## src/rtl/req_arbiter8_pkg.sv

```systemverilog
// Shared types and helpers for the 8-way request arbiter.
// Optional rotating priority is selected by REQ_ARBITER8_ROUND_ROBIN_EN.
package arb_pkg;

    localparam int unsigned N_REQ  = 8;
    localparam int unsigned CODE_W = 3;

    typedef logic [N_REQ-1:0]  req_t;
    typedef logic [CODE_W-1:0] code_t;

    typedef enum logic {IDLE, GRANT} arb_state_t;

    // Registered grant payload: one-hot vector plus its binary index
    typedef struct packed {
        req_t  gnt;
        code_t code;
    } grant_t;

    function automatic req_t onehot(code_t c);
        return req_t'(1) << c;
    endfunction

endpackage

```

## src/rtl/req_arbiter8_if.sv

```systemverilog
// Request/grant bus between requesters (master) and the arbiter (slave).
interface req_arbiter8_if;
    import arb_pkg::*;

    logic  en;
    req_t  req;
    req_t  gnt;
    code_t gnt_code;
    logic  gnt_valid;
    logic  timeout;

    modport master (output en, req, input gnt, gnt_code, gnt_valid, timeout);
    modport slave  (input en, req, output gnt, gnt_code, gnt_valid, timeout);

endinterface

```

## src/rtl/req_arbiter8_prio_pick.sv

```systemverilog
// Combinational descending search starting at 'start' and wrapping; start=7
// reproduces the fixed highest-index-wins priority.
module arb_prio_pick
    import arb_pkg::*;
(
    input  req_t  req,
    input  code_t start,
    output code_t winner,
    output logic  found
);

    code_t idx;

    always_comb begin
        winner = '0;
        found  = 1'b0;
        idx    = '0;
        for (int k = 0; k < int'(N_REQ); k++) begin
            idx = start - CODE_W'(k);
            if (!found && req[idx]) begin
                winner = idx;
                found  = 1'b1;
            end
        end
    end

endmodule

```

## src/rtl/req_arbiter8.sv

```systemverilog
// 8-requester arbiter with registered one-hot grant, hold timeout and block mask.
// Define REQ_ARBITER8_ROUND_ROBIN_EN for rotating priority instead of fixed.
module req_arbiter8
    import arb_pkg::*;
#(
    parameter int unsigned MAX_HOLD = 16
) (
    input  logic           clk,
    input  logic           rst_n,
    req_arbiter8_if.slave  bus
);

    localparam int unsigned CNT_RAW = $clog2(MAX_HOLD + 1);
    localparam int unsigned CNT_W   = (CNT_RAW < 1) ? 1 : CNT_RAW;

    arb_state_t       state;
    grant_t           grant_q;
    logic [CNT_W-1:0] cnt;
    req_t             block;
    logic             timeout_q;

    req_t  masked;
    code_t start;
    code_t winner;
    logic  found;
    logic  owner_req;
    logic  hold_hit;
    logic  block_drop;

`ifdef REQ_ARBITER8_ROUND_ROBIN_EN
    code_t ptr;

    // Pointer remembers the last winner; search begins just below it
    always_ff @(posedge clk or negedge rst_n) begin
        if (!rst_n) begin
            ptr <= CODE_W'(N_REQ - 1);
        end else if (state == IDLE && bus.en && found) begin
            ptr <= winner;
        end
    end

    assign start = ptr - CODE_W'(1);
`else
    assign start = CODE_W'(N_REQ - 1);
`endif

    assign masked     = bus.req & ~block;
    assign owner_req  = bus.req[grant_q.code];
    assign hold_hit   = (MAX_HOLD != 0) && (cnt == CNT_W'(MAX_HOLD));
    assign block_drop = (block & ~bus.req) != '0;

    arb_prio_pick u_pick (
        .req    (masked),
        .start  (start),
        .winner (winner),
        .found  (found)
    );

    always_ff @(posedge clk or negedge rst_n) begin
        if (!rst_n) begin
            state     <= IDLE;
            grant_q   <= '0;
            cnt       <= '0;
            block     <= '0;
            timeout_q <= 1'b0;
        end else begin
            timeout_q <= 1'b0;
            case (state)
                IDLE: begin
                    if (bus.en && found) begin
                        state   <= GRANT;
                        grant_q <= '{gnt: onehot(winner), code: winner};
                        cnt     <= CNT_W'(1);
                        block   <= '0;
                    end else if (bus.en || block_drop) begin
                        // Block covers a single arbitration only
                        block <= '0;
                    end
                end
                GRANT: begin
                    if (block_drop) begin
                        block <= '0;
                    end
                    if (!owner_req) begin
                        state   <= IDLE;
                        grant_q <= '0;
                    end else if (hold_hit) begin
                        state     <= IDLE;
                        grant_q   <= '0;
                        block     <= onehot(grant_q.code);
                        timeout_q <= 1'b1;
                    end else if (cnt != '1) begin
                        cnt <= cnt + CNT_W'(1);
                    end
                end
                default: begin
                    state   <= IDLE;
                    grant_q <= '0;
                end
            endcase
        end
    end

    assign bus.gnt       = grant_q.gnt;
    assign bus.gnt_code  = grant_q.code;
    assign bus.gnt_valid = (state == GRANT);
    assign bus.timeout   = timeout_q;

endmodule

```

## src/flat_wrapper.sv

```systemverilog
// flat-port wrapper written by rule: the top's interface ports become plain ports
module req_arbiter8_flat import arb_pkg::*;
#(
    parameter int unsigned MAX_HOLD = 16
)
  (clk, rst_n, bus_en, bus_req, bus_gnt, bus_gnt_code, bus_gnt_valid, bus_timeout);
  req_arbiter8_if bus_i ();
  input  logic clk;
  input  logic rst_n;
  input wire logic [$bits(bus_i.en)-1:0] bus_en;
  input wire logic [$bits(bus_i.req)-1:0] bus_req;
  output wire logic [$bits(bus_i.gnt)-1:0] bus_gnt;
  output wire logic [$bits(bus_i.gnt_code)-1:0] bus_gnt_code;
  output wire logic [$bits(bus_i.gnt_valid)-1:0] bus_gnt_valid;
  output wire logic [$bits(bus_i.timeout)-1:0] bus_timeout;
  assign bus_i.en = bus_en;
  assign bus_i.req = bus_req;
  assign bus_gnt = bus_i.gnt;
  assign bus_gnt_code = bus_i.gnt_code;
  assign bus_gnt_valid = bus_i.gnt_valid;
  assign bus_timeout = bus_i.timeout;
  req_arbiter8 #(.MAX_HOLD(MAX_HOLD)) u_core (.clk(clk), .rst_n(rst_n), .bus(bus_i));
endmodule
```

## config.mk

```make
export PLATFORM = sky130hd
export DESIGN_NAME = req_arbiter8_flat
export DESIGN_NICKNAME = d
export VERILOG_FILES = /design/src/rtl/req_arbiter8_pkg.sv /design/src/rtl/req_arbiter8_if.sv /design/src/rtl/req_arbiter8_prio_pick.sv /design/src/rtl/req_arbiter8.sv /design/src/flat_wrapper.sv
export SDC_FILE = /design/constraint.sdc
export NUM_CORES = 1
export LEC_CHECK = 0
export CORE_MARGIN = 2
export CORE_UTILIZATION = 30
export DETAILED_ROUTE_END_ITERATION = 10
export PLACE_DENSITY = 0.48
export SYNTH_ARGS = -nofsm -noshare
export SYNTH_HDL_FRONTEND = slang
export SYNTH_HIERARCHICAL = 1
export SYNTH_SLANG_ARGS = --single-unit
```

## constraint.sdc

```tcl
create_clock -name clk -period 2.9 [get_ports clk]
set_input_delay 0.29 -clock clk [delete_from_list [all_inputs] [get_ports clk]]
set_output_delay 0.29 -clock clk [all_outputs]
set_load 0.01 [all_outputs]
```

Word level (Yosys, flattened, before mapping)
Index checks and enable logic that the tools add are counted.

word-level totals
  output and inout bits = 13
  word-level logic and storage cells = 82
  flip-flop bits (word level) = 26

cells by class
  add/sub/neg operators = 1
  mux-type cells = 40
  eq/ne operators = 8
  bitwise operators = 5
  reductions and logical operators = 19
  shift-type cells = 2
  $lt $le $gt $ge = 1

operator list
  operator                                                                       count
  8-bit 2-to-1 mux                                                               5
  11-bit 2-to-1 mux                                                              3
  3-bit 2-to-1 mux                                                               8
  11-bit case mux with 2 select lines                                            1
  5-bit 2-to-1 mux                                                               4
  8-bit AND                                                                      2
  8-bit inverter                                                                 2
  8-bit case mux with 2 select lines                                             1
  1-bit by 3-bit << shifter with 8-bit output (first input constant)             2
  1-bit 2-to-1 mux                                                               15
  5-bit case mux with 2 select lines                                             1
  1-bit logical AND                                                              8
  8-bit nonzero test                                                             1
  1-bit logical NOT                                                              7
  2-bit inequality test (second input constant)                                  3
  5-bit by 1-bit adder with 5-bit output (second input constant)                 1
  5-bit equality test (second input constant)                                    1
  5-bit inequality test (second input constant)                                  1
  3-bit by 4-bit less-than comparator with 1-bit output (second input constant)  1
  4-bit AND reduction                                                            1
  1-bit binary-select mux with 3-bit select                                      1
  3-bit by 1-bit inequality test with 1-bit output (second input constant)       1
  3-bit inequality test (second input constant)                                  1
  2-bit by 1-bit inequality test with 1-bit output (second input constant)       1
  4 further kinds                                                                4

Logic depth before layout (Yosys ltp)
  depth after elaboration = 27
  gate-level depth with buffers = 14

Modules after synthesis
Netlist, hierarchy kept.

modules (own cells, without submodules)
  module         instances  area each (um2)  cells an instance  sequential area each (um2)
  req_arbiter8   1          1391.3           144                650.6
  arb_prio_pick  1          1049.8           113                0.0

Worst setup path before layout
OpenSTA, ideal clock, no wires.

  path type = register -> register
  from = register u_core.block[6]
  to = register u_core.grant_q, in the netlist u_core/bus.gnt[1]
  data required time = 2.778 ns
  arrival = 2.581 ns
  library setup time = 0.122 ns
  cell stages (with the launch flop) = 10
  setup slack = 0.197 ns
  cell sequence = dfrtp_1 > nor2_1 > mux2i_1 > mux4_2 > a32o_1 > and4_1 > a211o_1 > a22oi_1 > nor2_1 > a32o_1

between the ends
  longest elaborated chain between the ends = 25
  elaborated cells on any way between the ends = 35

ends and longest elaborated chain
  item                                           RTL line                      RTL
  start, declared                                req_arbiter8.sv:19            req_t block;
  start signal, assigned                         req_arbiter8.sv:90            block <= onehot(grant_q.code);
  8-bit inverter *                               req_arbiter8.sv:47            assign masked = bus.req & ~block;
  8-bit AND *                                    req_arbiter8.sv:47
  via u_core.masked[6]                           req_arbiter8.sv:22            req_t masked;
  1-bit logical AND *                            req_arbiter8_prio_pick.sv:20  if (!found && req[idx]) begin
  1-bit 2-to-1 mux                               req_arbiter8_prio_pick.sv:20
  1-bit logical NOT                              req_arbiter8_prio_pick.sv:20
  1-bit logical AND                              req_arbiter8_prio_pick.sv:20
  1-bit 2-to-1 mux                               req_arbiter8_prio_pick.sv:20
  [... 11 more ...]                              --
  1-bit 2-to-1 mux                               req_arbiter8_prio_pick.sv:20
  1-bit logical NOT                              req_arbiter8_prio_pick.sv:20
  1-bit logical AND                              req_arbiter8_prio_pick.sv:20
  3-bit 2-to-1 mux *                             req_arbiter8_prio_pick.sv:20
  via u_core.winner[2]                           req_arbiter8.sv:24            code_t winner;
  1-bit by 3-bit << shifter with 8-bit output *  req_arbiter8_pkg.sv:20        return req_t'(1) << c;
  11-bit 2-to-1 mux *                            req_arbiter8.sv:70            if (bus.en && found) begin
  11-bit case mux with 2 select lines *          req_arbiter8.sv:68            case (state)
  end signal, assigned                           req_arbiter8.sv:72            grant_q <= '{gnt: onehot(winner), code: winner};
  end, declared                                  req_arbiter8.sv:17            grant_t grant_q;

Mark *: on every way through the listed nets, which the timed path passes. The rest lies on a longest branch. The select of a mux whose other input is x is not followed.
A chain may end at the register's enable or synchronous reset.

Final worst setup path
  from = input bus_req[3]
  to = register u_core.grant_q, in the netlist u_core/bus.gnt[4]

between the ends
  longest elaborated chain between the ends = 15
  elaborated cells on any way between the ends = 26

ends and longest elaborated chain
  item                                                                 RTL line                      RTL
  start, declared                                                      flat_wrapper.sv:11            input wire logic [$bits(bus_i.req)-1:0] bus_req;
  8-bit AND *                                                          req_arbiter8.sv:47
  via u_core.masked[3]                                                 req_arbiter8.sv:22
  1-bit logical AND *                                                  req_arbiter8_prio_pick.sv:20
  1-bit 2-to-1 mux *                                                   req_arbiter8_prio_pick.sv:20
  1-bit logical NOT                                                    req_arbiter8_prio_pick.sv:20
  1-bit logical AND                                                    req_arbiter8_prio_pick.sv:20
  1-bit 2-to-1 mux *                                                   req_arbiter8_prio_pick.sv:20
  1-bit logical NOT                                                    req_arbiter8_prio_pick.sv:20
  1-bit logical AND                                                    req_arbiter8_prio_pick.sv:20
  1-bit 2-to-1 mux *                                                   req_arbiter8_prio_pick.sv:20
  1-bit logical NOT                                                    req_arbiter8_prio_pick.sv:20
  1-bit logical AND                                                    req_arbiter8_prio_pick.sv:20
  1-bit 2-to-1 mux *                                                   req_arbiter8_prio_pick.sv:20
  via u_core.found                                                     req_arbiter8.sv:25            logic found;
  1-bit logical AND *                                                  req_arbiter8.sv:70
  2-bit by 1-bit inequality test with 1-bit output (no source line) *  --
  2-bit AND reduction (no source line) *                               --

Marks and branches as above.

==> impl_metrics.ini <==
[critical_path]
path_class = input pin to flip-flop
crit_required_ns = 3.07
r2r_end = u_core/bus.gnt[4]
r2r_start = u_core/block[4]
cp-start-kind = input pin
ff2ff_path_depth = 10
cp-end-kind = flip-flop
reg2reg_slack_ns = 0.16
crit_arrival_ns = 2.93
crit_path_max_fanout = 4

[global_routing]
antenna_found_initial = 0
use_met2_pct = 26.2
grt_use_met3_pct = 1.36
use_met1_pct = 21.6
grt.total_usage_pct = 15.6
grt-busiest-layer = met2
grt_pass1_vias = 2244
grt_max_degree = 27
grt-ovfl-total = 0
grt_pass1_wl_mm = 11.0

[finish]
final_cell_mix = buf_4 (42), dfrtp_1 (26), clkdlybuf4s50_1 (22)
nets = 339
design_area_mm2 = 0.00316
final_common_cell = buf_4
num_antenna_cells = 0
layout-drive-gt1-share_pct = 24.5
area_growth_pct = 29.3
stdcell_count = 424

[synth]
yosys.cell_types.count = 60
syn_inst = 257
synth-seq-area-share_pct = 26.7
synth_edf_count = 0
ys_ff_latch = 26
syn_area_mm2 = 0.00244
ys_dominant_reg_cell = dfrtp_1
synthArstFlopShare_pct = 100
yosysWarnings = 6
syn_area_per_cell_um2 = 9.50

[placement]
portBuffers = 23
gp_congestion = 0.845
placedCellCount = 418
postPlaceCellArea_mm2 = 0.00303
place_ws_ns = -0.309
hpwl_mm = 5.15

[cts]
cts_hold_buf = 0
tritoncts = built
htreeDepth = 1
worstSkewPairLatency_ns = 0.27
cts_inserted_buffers = 3
root_buffer = clkbuf_8
cts.clk_slew.worst_paths_ns = 0.09
cts.sinks = 26
clockBufferDepth = 2

[power]
comb_power_share_pct = 52.2
power.sequential.fraction_pct = 30.7
p_sw_share_pct = 39.3
p_int_w = 0.00107
p_leak_nw = 1.40
ir_drop_mv = 0.311
power.total_w = 0.00175
p_sw_w = 0.000689
p_clk_share_pct = 17.1
p_per_area_mw_per_mm2 = 556

[sta]
fin_ws_ns = 0.135
timing.fmax_mhz = 362
setup_viol = 0
post-route-min-period_ns = 2.76
hold_viol_final = 0
report.final.slew_viol_count = 0
post-route-period-util_pct = 95.3
finClkSkew_ns = 0.00357
fin_hold_ws_ns = 0.384

[floorplanning]
die_w_um = 94.2
start_util_pct = 31.3
coreArea_mm2 = 0.00781
rows = 32
pin_count = 24
die_height_um = 94.2
die_area_mm2 = 0.00887

[routing]
drt_wl_total_mm = 6.65
final_antenna_net_count = 0
wl_per_cell_um = 15.7
drc = 0
drt_iter0_drc = 98
num_vias = 2218
via_per_inst = 5.23
drtPass1Iterations = 4

[run]
maxCapViolations = 0

[outcome]
status = finished, final reports clean

[hold_path]
hp-class = input pin to asynchronous set/reset pin
## through the flow
stage / setup TNS [ns] / utilization, %
after floorplan: 0 / -
after global placement: -2.39 / 38.8
after detailed placement: -3.35 / 38.8
after CTS: 0 / 39.9
after global routing: -0.0476 / 40.4
final: 0 / 40.4
## cell usage after synthesis, types with 3 or more instances
cell	count	area, um2
dfrtp_1	26	651
a22o_1	5	43.8
a21oi_1	6	30.0
nor2b_1	8	50.1
mux2_2	3	33.8
nor3_1	3	15.0
mux4_2	13	293
a32o_1	5	50.1
and3_1	3	18.8
nor2_1	19	71.3
clkbuf_1	3	11.3
buf_6	6	67.6
o21ai_0	12	60.1
mux2i_1	17	170
and2_1	3	18.8
ha_1	5	62.6
o2bb2ai_1	3	26.3
a31oi_1	3	18.8
nand3_1	20	100
o41ai_1	4	35.0
inv_1	21	78.8
nand2_1	17	63.8
a22oi_1	4	30.0
## sequential cells by signal, indices dropped and copies added, names as in the netlist
name / flops
u_core/block: 8
u_core/cnt: 5
u_core/bus.timeout: 1
u_core/bus.gnt_code: 3
u_core/bus.gnt_valid: 1
u_core/bus.gnt: 8
## worst max path at each step
| stage | from | depth (start not counted) | end |
|---|---|---|---|
| 2_1_floorplan | u_core/block[6] | 9 | u_core/bus.gnt[1] |
| 3_3_place_gp | bus_req[4] | 11 | u_core/bus.gnt[4] |
| 3_5_place_dp | bus_req[4] | 11 | u_core/bus.gnt[4] |
| 4_1_cts | bus_req[4] | 11 | u_core/bus.gnt[4] |
| 5_1_grt | bus_req[6] | 12 | u_core/bus.gnt[7] |
| 6_report | bus_req[3] | 11 | u_core/bus.gnt[4] |
## worst max-delay path, cell delays in order
cell and delay (ns):
clkdlybuf4s50_1 0.42, nor2b_1 0.16, mux4_2 0.49, nand2b_1 0.18, o22a_1 0.25, nor4_4 0.41
nand3_2 0.16, nand2_2 0.12, nor2_1 0.07, buf_4 0.14, a32o_1 0.23
## cells by family after synthesis
logic type / count (synthesis) / synth area share (%)
XOR/XNOR: 4 / 1.44
AO/OA/AOI/OAI: 60 / 18.8
buffers and inverters: 36 / 7.64
flip-flops: 26 / 26.7
AND/OR/NAND/NOR: 87 / 18.8
multiplexers: 38 / 24.0
adder cells (fa/ha/maj): 5 / 2.56
other: 1 / 0.154
## layout make-up
cell class / count / area [um2]
clock buffer: 3 / 41.3
clock inverter: 1 / 30.0
fill: 797 / 4650
inverter: 22 / 82.6
multi-input combinational: 205 / 1680
sequential: 26 / 651
tap: 102 / 128
timing repair buffer: 65 / 548
## layer usage
| layer | up-vias | share of wire [%] |
|---|---|---|
| li1 | 1097 | - |
| met1 | 1080 | 47 |
| met2 | 37 | 49 |
| met3 | 4 | 3.0 |
| met4 | 0 | 0.87 |
| met5 | - | 0 |
## power by group through the flow
| stage | Clock [W] | Sequential (W) | Combinational (W) |
|---|---|---|---|
| finish | 0.000300 | 0.000538 | 0.000916 |
| global route | 0.000328 | 0.000553 | 0.00100 |
| CTS | 0.000320 | 0.000539 | 0.000894 |
| detailed placement | 0 | 0.000545 | 0.000887 |
| global placement | 0 | 0.000548 | 0.000888 |
| floorplan | 0 | 0.000520 | 0.000604 |
## repair_timing
| item | 4_1_cts | 5_1_grt |
|---|---|---|
| setup endpoints to repair | 2 | 12 |
| gates resized for setup | 1 | 10 |
| buffers inserted | 0 | 2 |
| pin swaps | 0 | 4 |
Note: power is estimated with default switching activity, not from simulation.
